### config.mk
export PLATFORM = sky130hd
export DESIGN_NAME = axis_bram_writer_mc_flat
export DESIGN_NICKNAME = d
export VERILOG_FILES = /design/src/rtl/axis_bram_writer_mc_if.sv /design/src/rtl/axis_bram_writer_mc.sv /design/src/flat_wrapper.sv
export SDC_FILE = /design/constraint.sdc
export NUM_CORES = 1
export LEC_CHECK = 0
export CAP_MARGIN = 5
export CORE_ASPECT_RATIO = 0.75
export CORE_UTILIZATION = 56
export CTS_BUF_LIST = sky130_fd_sc_hd__clkbuf_8
export CTS_CLUSTER_DIAMETER = 60
export DETAILED_ROUTE_END_ITERATION = 6
export GPL_TIMING_DRIVEN = 1
export PLACE_DENSITY = 0.94
export SETUP_SLACK_MARGIN = 0.02
export SLEW_MARGIN = 15
export SYNTH_ARGS = -nofsm -noshare
export SYNTH_HDL_FRONTEND = slang
export SYNTH_SLANG_ARGS = --single-unit
export TNS_END_PERCENT = 20
### constraint.sdc
create_clock -name clk -period 8.6 [get_ports clk]
set_input_delay 0.86 -clock clk [delete_from_list [all_inputs] [get_ports clk]]
set_output_delay 0.86 -clock clk [all_outputs]
set_load 0.05 [all_outputs]
### src/rtl/axis_bram_writer_mc_if.sv
// Stream input plus banked BRAM write port seen by axis_bram_writer_mc.
// slave is the writer's view; master is the view of the stream source and BRAM side.
interface axis_bram_writer_mc_if #(
  parameter int unsigned WIDTH                = 16,
  parameter int unsigned C_S_AXIS_TDATA_WIDTH = 32,
  parameter int unsigned NUM_BANKS            = 2
) ();
  logic [C_S_AXIS_TDATA_WIDTH-1:0] s_axis_tdata;
  logic                            s_axis_tvalid;
  logic                            s_axis_tlast;
  logic                            s_axis_tready;
  logic [31:0]                     axi_address;
  logic [WIDTH-1:0]                axi_in_data;
  logic                            axi_en;
  logic                            axi_we;
  logic [NUM_BANKS-1:0]            bank_sel;

  modport slave (
    input  s_axis_tdata, s_axis_tvalid, s_axis_tlast,
    output s_axis_tready, axi_address, axi_in_data, axi_en, axi_we, bank_sel
  );

  modport master (
    output s_axis_tdata, s_axis_tvalid, s_axis_tlast,
    input  s_axis_tready, axi_address, axi_in_data, axi_en, axi_we, bank_sel
  );
endinterface

### src/rtl/axis_bram_writer_mc.sv
// AXI-Stream to multi-bank BRAM writer: unpacks beats into WIDTH-bit samples, writes them
// round-robin across banks, enforces a sample count and flags short/long frames.
module axis_bram_writer_mc #(
  parameter int unsigned WIDTH                = 16,
  parameter int unsigned C_S_AXIS_TDATA_WIDTH = 32,
  parameter int unsigned NUM_BANKS            = 2,
  parameter int unsigned DEPTH                = 1024,
  parameter int unsigned CNT_WIDTH            = 16
) (
  input  logic                  clk,
  input  logic                  rst,
  input  logic                  start,
  input  logic [CNT_WIDTH-1:0]  num_samples,
  axis_bram_writer_mc_if.slave  bus,
  output logic                  busy,
  output logic [CNT_WIDTH-1:0]  samples_written,
  output logic                  err_short,
  output logic                  err_long,
  output logic                  done_interrupt
);
  localparam int unsigned LANES = C_S_AXIS_TDATA_WIDTH / WIDTH;
  localparam int unsigned LW    = (LANES > 1) ? $clog2(LANES) : 1;
  localparam int unsigned BW    = (NUM_BANKS > 1) ? $clog2(NUM_BANKS) : 1;
  localparam int unsigned AW    = (DEPTH > 1) ? $clog2(DEPTH) : 1;

  typedef enum logic [2:0] {StIdle, StAccept, StWrite, StDrain, StDone} state_e;

  state_e                          state;
  logic [CNT_WIDTH-1:0]            num_lat;
  logic [C_S_AXIS_TDATA_WIDTH-1:0] beat_data;
  logic                            beat_last;
  logic [LW-1:0]                   lane_idx;
  logic [BW-1:0]                   bank_ptr;
  logic [AW-1:0]                   addr;
  logic                            tready;
  logic                            wr_en;
  logic [NUM_BANKS-1:0]            wr_bank;
  logic [31:0]                     wr_addr;
  logic [WIDTH-1:0]                wr_data;

  logic [CNT_WIDTH-1:0]            sw_inc;
  logic                            count_hit;
  logic                            lane_last;
  logic [LW-1:0]                   lane_nxt;
  logic [BW-1:0]                   bank_nxt;
  logic [AW-1:0]                   addr_nxt;
  logic [WIDTH-1:0]                lane_nxt_data;

  // Pointers for the write following the one on the port this cycle.
  always_comb begin
    sw_inc        = samples_written + CNT_WIDTH'(1);
    count_hit     = (sw_inc == num_lat);
    lane_last     = (lane_idx == LW'(LANES - 1));
    lane_nxt      = lane_last ? '0 : lane_idx + LW'(1);
    lane_nxt_data = beat_data[lane_nxt * WIDTH +: WIDTH];
    if (bank_ptr == BW'(NUM_BANKS - 1)) begin
      bank_nxt = '0;
      addr_nxt = (addr == AW'(DEPTH - 1)) ? '0 : addr + AW'(1);
    end else begin
      bank_nxt = bank_ptr + BW'(1);
      addr_nxt = addr;
    end
  end

  assign bus.s_axis_tready = tready;
  assign bus.axi_en        = wr_en;
  assign bus.axi_we        = wr_en;
  assign bus.bank_sel      = wr_bank;
  assign bus.axi_address   = wr_addr;
  assign bus.axi_in_data   = wr_data;

  always_ff @(posedge clk or posedge rst) begin
    if (rst) begin
      state           <= StIdle;
      num_lat         <= '0;
      beat_data       <= '0;
      beat_last       <= 1'b0;
      lane_idx        <= '0;
      bank_ptr        <= '0;
      addr            <= '0;
      tready          <= 1'b0;
      wr_en           <= 1'b0;
      wr_bank         <= '0;
      wr_addr         <= '0;
      wr_data         <= '0;
      busy            <= 1'b0;
      samples_written <= '0;
      err_short       <= 1'b0;
      err_long        <= 1'b0;
      done_interrupt  <= 1'b0;
    end else begin
      done_interrupt <= 1'b0;
      case (state)
        StIdle: begin
          if (start) begin
            num_lat         <= num_samples;
            samples_written <= '0;
            err_short       <= 1'b0;
            err_long        <= 1'b0;
            bank_ptr        <= '0;
            addr            <= '0;
            lane_idx        <= '0;
            busy            <= 1'b1;
            if (num_samples == '0) begin
              state <= StDone;
            end else begin
              state  <= StAccept;
              tready <= 1'b1;
            end
          end
        end
        StAccept: begin
          if (bus.s_axis_tvalid) begin
            beat_data <= bus.s_axis_tdata;
            beat_last <= bus.s_axis_tlast;
            lane_idx  <= '0;
            tready    <= 1'b0;
            wr_en     <= 1'b1;
            wr_bank   <= NUM_BANKS'(1) << bank_ptr;
            wr_addr   <= 32'(addr);
            wr_data   <= bus.s_axis_tdata[WIDTH-1:0];
            state     <= StWrite;
          end
        end
        StWrite: begin
          samples_written <= sw_inc;
          lane_idx        <= lane_nxt;
          bank_ptr        <= bank_nxt;
          addr            <= addr_nxt;
          if (count_hit || lane_last) begin
            wr_en   <= 1'b0;
            wr_bank <= '0;
            // Count reached wins over end-of-beat; leftover lanes are dropped.
            if (count_hit && beat_last) begin
              state <= StDone;
            end else if (count_hit) begin
              err_long <= 1'b1;
              tready   <= 1'b1;
              state    <= StDrain;
            end else if (beat_last) begin
              err_short <= 1'b1;
              state     <= StDone;
            end else begin
              tready <= 1'b1;
              state  <= StAccept;
            end
          end else begin
            wr_bank <= NUM_BANKS'(1) << bank_nxt;
            wr_addr <= 32'(addr_nxt);
            wr_data <= lane_nxt_data;
          end
        end
        StDrain: begin
          if (bus.s_axis_tvalid && bus.s_axis_tlast) begin
            tready <= 1'b0;
            state  <= StDone;
          end
        end
        StDone: begin
          done_interrupt <= 1'b1;
          busy           <= 1'b0;
          state          <= StIdle;
        end
        default: state <= StIdle;
      endcase
    end
  end
endmodule

### src/flat_wrapper.sv
// flat-port wrapper written by rule: the top's interface ports become plain ports
module axis_bram_writer_mc_flat 
#(
  parameter int unsigned WIDTH                = 16,
  parameter int unsigned C_S_AXIS_TDATA_WIDTH = 32,
  parameter int unsigned NUM_BANKS            = 2,
  parameter int unsigned DEPTH                = 1024,
  parameter int unsigned CNT_WIDTH            = 16
)
  (clk, rst, start, num_samples, busy, samples_written, err_short, err_long, done_interrupt, bus_s_axis_tdata, bus_s_axis_tvalid, bus_s_axis_tlast, bus_s_axis_tready, bus_axi_address, bus_axi_in_data, bus_axi_en, bus_axi_we, bus_bank_sel);
  axis_bram_writer_mc_if #(.WIDTH(WIDTH), .C_S_AXIS_TDATA_WIDTH(C_S_AXIS_TDATA_WIDTH), .NUM_BANKS(NUM_BANKS)) bus_i ();
  input  logic clk;
  input  logic rst;
  input  logic start;
  input  logic [CNT_WIDTH-1:0] num_samples;
  output logic busy;
  output logic [CNT_WIDTH-1:0] samples_written;
  output logic err_short;
  output logic err_long;
  output logic done_interrupt;
  input wire logic [$bits(bus_i.s_axis_tdata)-1:0] bus_s_axis_tdata;
  input wire logic [$bits(bus_i.s_axis_tvalid)-1:0] bus_s_axis_tvalid;
  input wire logic [$bits(bus_i.s_axis_tlast)-1:0] bus_s_axis_tlast;
  output wire logic [$bits(bus_i.s_axis_tready)-1:0] bus_s_axis_tready;
  output wire logic [$bits(bus_i.axi_address)-1:0] bus_axi_address;
  output wire logic [$bits(bus_i.axi_in_data)-1:0] bus_axi_in_data;
  output wire logic [$bits(bus_i.axi_en)-1:0] bus_axi_en;
  output wire logic [$bits(bus_i.axi_we)-1:0] bus_axi_we;
  output wire logic [$bits(bus_i.bank_sel)-1:0] bus_bank_sel;
  assign bus_i.s_axis_tdata = bus_s_axis_tdata;
  assign bus_i.s_axis_tvalid = bus_s_axis_tvalid;
  assign bus_i.s_axis_tlast = bus_s_axis_tlast;
  assign bus_s_axis_tready = bus_i.s_axis_tready;
  assign bus_axi_address = bus_i.axi_address;
  assign bus_axi_in_data = bus_i.axi_in_data;
  assign bus_axi_en = bus_i.axi_en;
  assign bus_axi_we = bus_i.axi_we;
  assign bus_bank_sel = bus_i.bank_sel;
  axis_bram_writer_mc #(.WIDTH(WIDTH), .C_S_AXIS_TDATA_WIDTH(C_S_AXIS_TDATA_WIDTH), .NUM_BANKS(NUM_BANKS), .DEPTH(DEPTH), .CNT_WIDTH(CNT_WIDTH)) u_core (.clk(clk), .rst(rst), .start(start), .num_samples(num_samples), .bus(bus_i), .busy(busy), .samples_written(samples_written), .err_short(err_short), .err_long(err_long), .done_interrupt(done_interrupt));
endmodule
**Yosys cells after proc, flatten, opt, wreduce, memory -nomap -nowiden**

Index checks and enable logic that the tools add are counted.

- Mux-type cells: 53
- Add/subtract/negate cells: 4
- Shifts and indexed selects: 3
- Reduce and logical (&&, ||, !) cells: 22
- Equal/unequal tests: 17

Operators with widths:

| operator | count |
|---|---|
| 32-bit two-way mux | 2 |
| 16-bit case mux with 2 select lines | 2 |
| 32-bit case mux with 2 select lines | 1 |
| 16-bit two-way mux | 3 |
| 32-bit by 6-bit variable part select with 16-bit output | 1 |
| 10-bit two-way mux | 3 |
| 3-bit two-way mux | 8 |
| 1-bit two-way mux | 22 |
| 10-bit case mux with 2 select lines | 1 |
| 16-bit by 1-bit adder with 16-bit output, second input constant | 1 |
| 16-bit equality test | 1 |
| 16-bit logical NOT | 1 |
| 2-bit inequality test, second input constant | 6 |
| 3-bit case mux with 4 select lines | 1 |
| 10-bit by 1-bit adder with 10-bit output, second input constant | 1 |
| 10-bit equality test, second input constant | 1 |
| 1-bit case mux with 2 select lines | 5 |
| 2-bit AND reduction | 5 |
| 3-bit AND reduction | 3 |
| 2-bit by 1-bit inequality test with 1-bit output, second input constant | 4 |
| 8-bit AND reduction | 1 |
| 3-bit by 2-bit equality test with 1-bit output, second input constant | 2 |
| 6-bit AND reduction | 1 |
| 2-bit nonzero test | 3 |
| other kinds (16) | 20 |

- Input port bits: 53
- Register bits: 136

**Logic depth before layout (Yosys ltp)**

Gate-level depths: netlist (run 1).

- Depth after elaboration: 6
- Mapped depth: 11

**Worst setup path after synthesis (run 1)**

OpenSTA, ideal clock, no wires.

- Path type: reg2reg
- Start point: register u_core.samples_written[0]
- End point: register u_core.wr_addr[8] (netlist: u_core.bus.axi_address[8])
- Cell stages (with the launch flop): 11
- Arrival: 2.815 ns
- Clock period less this slack: 2.941 ns
- Setup slack: 5.659 ns
- Path buffers: 2
- Path through: dfrtp_1 -> ha_1 -> clkbuf_2 -> nand3_2 -> nor2_2 -> xnor2_1 -> or4_1 -> nand4b_2 -> and2_1 -> buf_6 -> o311a_1

- Cells in the longest elaborated chain, start to end: 5

Ends and longest elaborated chain:

| element | RTL line | RTL |
|---|---|---|
| from (decl) | axis_bram_writer_mc.sv:16 | `output logic [CNT_WIDTH-1:0] samples_written,` |
| from (signal assigned) | axis_bram_writer_mc.sv:126 | `samples_written <= sw_inc;` |
| 16-bit by 1-bit adder with 16-bit output | axis_bram_writer_mc.sv:51 | `sw_inc = samples_written + CNT_WIDTH'(1);` |
| 16-bit equality test | axis_bram_writer_mc.sv:52 | `count_hit = (sw_inc == num_lat);` |
| 1-bit logical OR | axis_bram_writer_mc.sv:130 | `if (count_hit \|\| lane_last) begin` |
| 2-bit inequality test (no source line) | -- |  |
| 3-bit AND reduction (no source line) | -- |  |
| to (signal assigned) | axis_bram_writer_mc.sv:120 | `wr_addr <= 32'(addr);` |
| to (signal assigned) | axis_bram_writer_mc.sv:149 | `wr_addr <= 32'(addr_nxt);` |
| to (decl) | axis_bram_writer_mc.sv:38 | `logic [31:0] wr_addr;` |

Every way passes these cells.
A chain may end at the register's enable or synchronous reset.

**Worst setup path in the final report (run 1)**

Ends and elaborated chain as after synthesis.

==> results of run 1 <==
[routing by layer]
| layer | track usage (%) | up-vias | share of wire, % |
|---|---|---|---|
| li1 | - | 2265 | - |
| met1 | 40.17 | 2439 | 43 |
| met2 | 45.83 | 270 | 47 |
| met3 | 8.376 | 35 | 8.6 |
| met4 | 8.501 | 0 | 2.1 |
| met5 | 0 | - | 0 |
[final timing paths]
check | start | endpoint | slack, ps | cells past startpoint
min in group asynchronous | rst | u_core.samples_written[3]$_DFFE_PP0P_ | 830 | 2
worst max register to register | u_core.samples_written[0]$_DFFE_PP0P_ | u_core.bus.axi_address[8]$_DFFE_PP0P_ | 5000 | 9
worst min-delay path | u_core.beat_data[21]$_DFFE_PP0P_ | u_core.beat_data[21]$_DFFE_PP0P_ | 480 | 2
max in group asynchronous | rst | u_core.bus.axi_in_data[15]$_DFFE_PP0P_ | 6530 | 3
worst max-delay path | u_core.samples_written[0]$_DFFE_PP0P_ | u_core.bus.axi_address[8]$_DFFE_PP0P_ | 5000 | 9
worst min register to register | u_core.beat_data[21]$_DFFE_PP0P_ | u_core.beat_data[21]$_DFFE_PP0P_ | 480 | 2
[final cells by class]
| type | instances | area (µm²) |
|---|---|---|
| sequential | 98 | 2452 |
| timing repair buffer | 110 | 1104 |
| clock inverter | 5 | 47.55 |
| fill | 743 | 2942 |
| tap | 132 | 165.2 |
| clock buffer | 10 | 137.6 |
| multi-input combinational | 454 | 2825 |
| inverter | 6 | 23.77 |
[stage by stage]
step	worst slack [ps]	area, µm²
4_1_cts	5092	6728
2_1_floorplan	5178	5673
6_report	5003	6755
3_3_place_gp	5261	6543
3_5_place_dp	5110	6543
5_1_grt	4818	6755
[power by group through the flow]
stage,clock network (W),logic (W),registers [W]
floorplan,0,0.000667,0.00102
global placement,0,0.00118,0.000800
detailed placement,0,0.00123,0.000815
CTS,0.000299,0.00124,0.000806
finish,0.000297,0.00126,0.000815
global route,0.000316,0.00134,0.000834
[synthesized netlist by cell type, types with 4 or more instances]
master and n:
o31ai_1 18, and3_1 7, o22ai_1 4, nor4_1 7, buf_2 4, inv_1 6, nand2_1 119, o21ai_0 42
a21o_1 5, buf_6 4, buf_1 4, nand4_1 9, mux2_2 19, a21oi_1 26, xor2_1 6, dfrtp_1 98
buf_4 26, nand4b_1 17, nand3_1 10, xnor2_1 16, nor3_1 16, nor2_1 32, o211ai_2 15, clkbuf_1 27
[worst max-delay path, delay by kind of cell, from the launching register on]
kind | cells | cell delay (ps)
buffers and inverters | 1 | 260
flip-flops | 1 | 520
XOR/XNOR | 1 | 90
adder cells (fa/ha/maj) | 1 | 380
AO/OA/AOI/OAI | 1 | 480
AND/OR/NAND/NOR | 5 | 1740
[sequential cells by signal, indices dropped and copies added (netlist names), 2 cells and up]
register	cells
u_core.bus.axi_address	10
u_core.state	3
u_core.bus.bank_sel	2
u_core.beat_data	16
u_core.addr	10
u_core.samples_written	16
u_core.bus.axi_in_data	16
u_core.num_lat	16
[logic make-up (layout without fill, tap and decap cells)]
kind of cell,Yosys count,count (layout),synth area share [%]
DFF,98,98,43.84
buffers and inverters,73,131,7.314
other,1,22,0.06703
muxes,20,20,4.004
adders and majority gates,2,2,0.4473
and+or+nand+nor,245,245,22.57
xor gates and xnor gates,23,23,3.847
AOI/OAI and AO/OA,142,142,17.92
==> out/results.tsv, run 1 <==
stage	metric	value	unit
clock_network	Num CTS Buffers	9	
die	core area	9697	µm²
timing	pins over their slew limit	0	
critical_path	CP Data Required Time	8870	ps
die	Die Y	88.56	µm
die	I/O pins	126	
timing	Rel. slew slack	21.02	%
placement	Port Buffers	103	
global_routing	gr usage total	29.33	%
timing	final hold viol count	0	
die	Initial Util	57.69	%
power_and_ir_drop	Sw Ratio	47.42	%
detailed_routing	routed vias/inst	6.146	
critical_path	kind of critical path	reg2reg	
clock_network	setup bufs post-CTS	0	
timing	final worst path period share	41.83	%
power_and_ir_drop	total power	0.002369	W
clock_network	H-tree depth	3	
logic_synthesis	Synth warnings	0	
critical_path	crit-path cells	ha_1 -> nand3_2 -> nor2_2 -> xnor2_1 -> or4_1 -> nand4b_2 -> buf_4 -> and2_1 -> o311a_1	
timing	Hold WS	482.5	ps
timing	min Tclk post-route	3597	ps
critical_path	CP endpoint kind	flop	
timing	FMAX	0.2780	GHz
die	row count	31	
final_layout	Finished Core Util	69.66	%
power_and_ir_drop	internal power	0.001246	W
critical_path	CP max stage delay	580	ps
logic_synthesis	Synth Register Bits	98	
logic_synthesis	Synth area leaders	dfrtp_1, nand2_1, mux2_2	
power_and_ir_drop	Logic pwr share	53.1	%
critical_path	Worst EP arrival	3870	ps
global_routing	initial antenna violation count	0	
power_and_ir_drop	NetSw	0.001123	W
logic_synthesis	Mapped Cells	604	
placement	gpl congestion	0.9048	
final_layout	most frequent cells in the layout	nand2_1, clkdlybuf4s50_1, dfrtp_1, o21ai_0, nor2_1	
worst_hold_path	worst hold path type	reg2reg	
timing	Final setup violation count	0	
critical_path	CP Launch Type	flop	
logic_synthesis	Mean Syn Cell Area	9.262	µm²
clock_network	CTS tree	yes	
timing	Fin Clk Skew	11.34	ps
clock_network	CTS root buffer	clkbuf_8	
logic_synthesis	Top FF cell, synth	dfrtp_1	
timing	slew of the pin with the lowest slew margin	1185	ps
final_layout	commonest non-fill, non-tap cell in the layout	nand2_1	
detailed_routing	Routed WL	15.06	mm
final_layout	share of cells above drive strength 1	9.956	%
final_layout	Layout Cells excl Fill	815	
logic_synthesis	area fraction of the dominant cell type after synthesis	43.84	%
critical_path	slowest CP cell	and2_1	
clock_network	hold buffers post-CTS	0	
global_routing	Overflow after GRT	0	
clock_network	clock-pin transition on the worst setup and hold timing paths	90	ps
die	die area	10400	µm²
logic_synthesis	asr flop ratio synth	100.0	%
placement	dpl hpwl	10.45	mm
critical_path	Crit Path Max Fanout	32	
logic_synthesis	Post-synth EDFFs	0	
die	die width	117.4	µm
power_and_ir_drop	largest vdd supply drop	0.1872	mV
logic_synthesis	leading area contributor after synthesis	dfrtp_1	
global_routing	largest net degree at the start of global routing	68	
clock_network	Sink Count	98	
flow_run	max cap viols	0	
power_and_ir_drop	P per Cell Area	350.7	nW/µm²
detailed_routing	via count	5009	
detailed_routing	Routed Antenna Nets	0	
global_routing	vias in the first global route	4808	
detailed_routing	mean routed wirelength per cell	18.48	µm
final_layout	Antenna Cells	0	
detailed_routing	DRC violations left	0	
clock_network	clock latency on the worst-skew pair	380	ps
power_and_ir_drop	clock power share	12.5	%
placement	Post-Place Cells	799	
timing	Setup TNS Final	0	ps
global_routing	wire length of the first global-routing pass	24.09	mm
power_and_ir_drop	Pleak	2.879	nW
clock_network	worst-case clock buffer depth	2	
detailed_routing	1st-iter DRT viols	413	
logic_synthesis	Unique masters post-synth	69	
clock_network	post-CTS sizing	0	
detailed_routing	router iterations before antenna repair	6	
status	outcome	completed	
timing	RSZ-0062 raised after global routing	no	
power_and_ir_drop	sequential power share	34.4	%
logic_synthesis	Seq/Total Area, Yosys	43.84	%
final_layout	# nets final	734	
logic_synthesis	Syn Std Cell Area	5594	µm²
final_layout	Area Growth Syn to Fin	20.76	%
Power figures use the tool's default switching activity.
==> run 2, diff against run 1 <==
--- a/config.mk
+++ b/config.mk
@@ -7,12 +7,12 @@
 export LEC_CHECK = 0
 export CAP_MARGIN = 5
 export CORE_ASPECT_RATIO = 0.75
-export CORE_UTILIZATION = 56
+export CORE_UTILIZATION = 52
 export CTS_BUF_LIST = sky130_fd_sc_hd__clkbuf_8
 export CTS_CLUSTER_DIAMETER = 60
 export DETAILED_ROUTE_END_ITERATION = 6
 export GPL_TIMING_DRIVEN = 1
-export PLACE_DENSITY = 0.94
+export PLACE_DENSITY = 0.88
 export SETUP_SLACK_MARGIN = 0.02
 export SLEW_MARGIN = 15
 export SYNTH_ARGS = -nofsm -noshare
==> constraint.sdc (replaced) <==
create_clock -name clk -period 3.7 [get_ports clk]
set_input_delay 0.37 -clock clk [delete_from_list [all_inputs] [get_ports clk]]
set_output_delay 0.37 -clock clk [all_outputs]
set_load 0.05 [all_outputs]
==> run 2 against run 1 <==
Global-route usage is 2.3 points lower. Setup slack worse by 4400 ps. Die area is 7.5% higher. First-iteration DRC count is 4.6% higher. Via count is 1.7% lower. Design area is 0.41% higher. Fmax is 15% higher. Non-clock buffer count is 4 higher. Clock skew is 2.7 ps lower. Sequential share of layout area is 0.15 points lower. Sequential cell count stayed put.
==> out/results.tsv, run 2 (synthesized netlist as in run 1, its figures left out) <==
stage	metric	value	unit
timing	final hold viol count	0	
timing	RSZ-0062 raised after global routing	no	
timing	pins over their slew limit	0	
die	die area	11180	µm²
detailed_routing	router iterations before antenna repair	5	
detailed_routing	DRC violations left	0	
clock_network	post-CTS sizing	0	
critical_path	Worst Setup SP	u_core.samples_written[0]$_DFFE_PP0P_	
timing	final worst path period share	84.88	%
power_and_ir_drop	total power	0.005466	W
global_routing	gr usage total	27.04	%
die	row count	32	
power_and_ir_drop	P per Cell Area	805.8	nW/µm²
timing	Hold WS	319.1	ps
power_and_ir_drop	largest vdd supply drop	0.3682	mV
timing	Fin Clk Skew	8.662	ps
detailed_routing	routed vias/inst	5.977	
detailed_routing	1st-iter DRT viols	432	
final_layout	Area Growth Syn to Fin	21.25	%
clock_network	CTS tree	yes	
die	I/O pins	126	
critical_path	Worst EP arrival	3440	ps
power_and_ir_drop	Pleak	2.899	nW
timing	slew of the pin with the lowest slew margin	935.2	ps
placement	Port Buffers	103	
clock_network	Sink Count	98	
die	Initial Util	53.95	%
die	core area	10370	µm²
global_routing	largest net degree at the start of global routing	74	
detailed_routing	via count	4925	
placement	gpl congestion	0.9583	
global_routing	vias in the first global route	4713	
clock_network	clock latency on the worst-skew pair	370	ps
critical_path	CP max stage delay	540	ps
clock_network	CTS root buffer	clkbuf_8	
critical_path	CP endpoint kind	flop	
global_routing	initial antenna violation count	0	
clock_network	H-tree depth	3	
clock_network	clock-pin transition on the worst setup and hold timing paths	100	ps
timing	FMAX	0.3184	GHz
worst_hold_path	worst hold path type	in2async	
final_layout	commonest non-fill, non-tap cell in the layout	nand2_1	
die	Die Y	91.83	µm
global_routing	Overflow after GRT	0	
global_routing	wire length of the first global-routing pass	23.66	mm
final_layout	share of cells above drive strength 1	10.61	%
clock_network	setup bufs post-CTS	0	
die	die width	121.8	µm
critical_path	slowest CP cell	or4_1	
timing	min Tclk post-route	3141	ps
timing	Final setup violation count	0	
final_layout	most frequent cells in the layout	nand2_1, clkdlybuf4s50_1, dfrtp_1, o21ai_0, nor2_1	
critical_path	Crit Path Max Fanout	15	
critical_path	kind of critical path	reg2reg	
clock_network	Num CTS Buffers	9	
final_layout	Antenna Cells	0	
clock_network	worst-case clock buffer depth	2	
detailed_routing	Routed Antenna Nets	0	
detailed_routing	Routed WL	14.45	mm
placement	dpl hpwl	10.36	mm
timing	Setup TNS Final	0	ps
critical_path	CP Launch Type	flop	
critical_path	crit-path cells	ha_1 -> nand3_2 -> nor2_2 -> xnor2_1 -> or4_1 -> nand4b_2 -> and2_1 -> buf_4 -> o211ai_2	
critical_path	FF-to-FF Start	u_core.samples_written[0]$_DFFE_PP0P_	
final_layout	# nets final	738	
critical_path	worst r2r path cells	9	
clock_network	hold buffers post-CTS	0	
critical_path	CP Data Required Time	4000	ps
detailed_routing	mean routed wirelength per cell	17.54	µm
flow_run	max cap viols	0	
timing	Rel. slew slack	37.42	%
status	outcome	completed	
==> run 2: power by group <==
| group | total [W] | internal, W | switching (W) |
|---|---|---|---|
| sequential | 0.00185 | 0.00147 | 0.000385 |
| clock | 0.000684 | 0.000307 | 0.000377 |
| combinational | 0.00293 | 0.00112 | 0.00181 |
==> run 2: layout make-up <==
cell class              instances  area, µm²
flip-flops and latches         98       2452
clock inverters                 7      61.31
clock buffers                   9      123.9
fillers                       790       3587
repair buffers                114       1126
multi-input cells             454       2825
well taps                     136      170.2
inverters                       6      23.77
==> run 2: worst paths after layout <==
path                                                               to  slack [ps]
worst max-delay path            u_core.bus.axi_in_data[6]$_DFFE_PP0P_         560
worst min-delay path                          u_core.busy$_DFFE_PP0P_         320
worst max register to register  u_core.bus.axi_in_data[6]$_DFFE_PP0P_         560
worst min register to register       u_core.beat_data[29]$_DFFE_PP0P_         490
max in group asynchronous       u_core.samples_written[7]$_DFFE_PP0P_        2650
min in group clk                     u_core.beat_data[29]$_DFFE_PP0P_         490
==> run 2: routing by layer <==
metal	vias up	track usage, %	part of all wire [%]
met5	-	0	0
met4	0	8.436	1.5
met3	17	6.032	6.7
met2	226	42.56	49
met1	2410	36.96	43
li1	2272	-	-
==> run 2: worst max-delay path, delay by kind of cell, from the launching register on <==
family	cells	cell delay, ps
adders and majority gates	1	380
DFF	1	510
buffers and inverters	1	310
AOI/OAI and AO/OA	1	170
and+or+nand+nor	5	1610
xor gates and xnor gates	1	90
==> run 2: through the flow <==
step / worst slack [ps] / instance area, µm² / cells / utilization, %
6_report: 559.4 / 6783 / 824 / 65.41
5_1_grt: 354.4 / 6783 / 824 / 65.41
4_1_cts: 587.4 / 6783 / 824 / 65.41
3_5_place_dp: 605.4 / 6598 / 808 / 63.62
3_3_place_gp: 767.6 / 6598 / 808 / 63.62
2_1_floorplan: 758.9 / 5673 / 625 / -
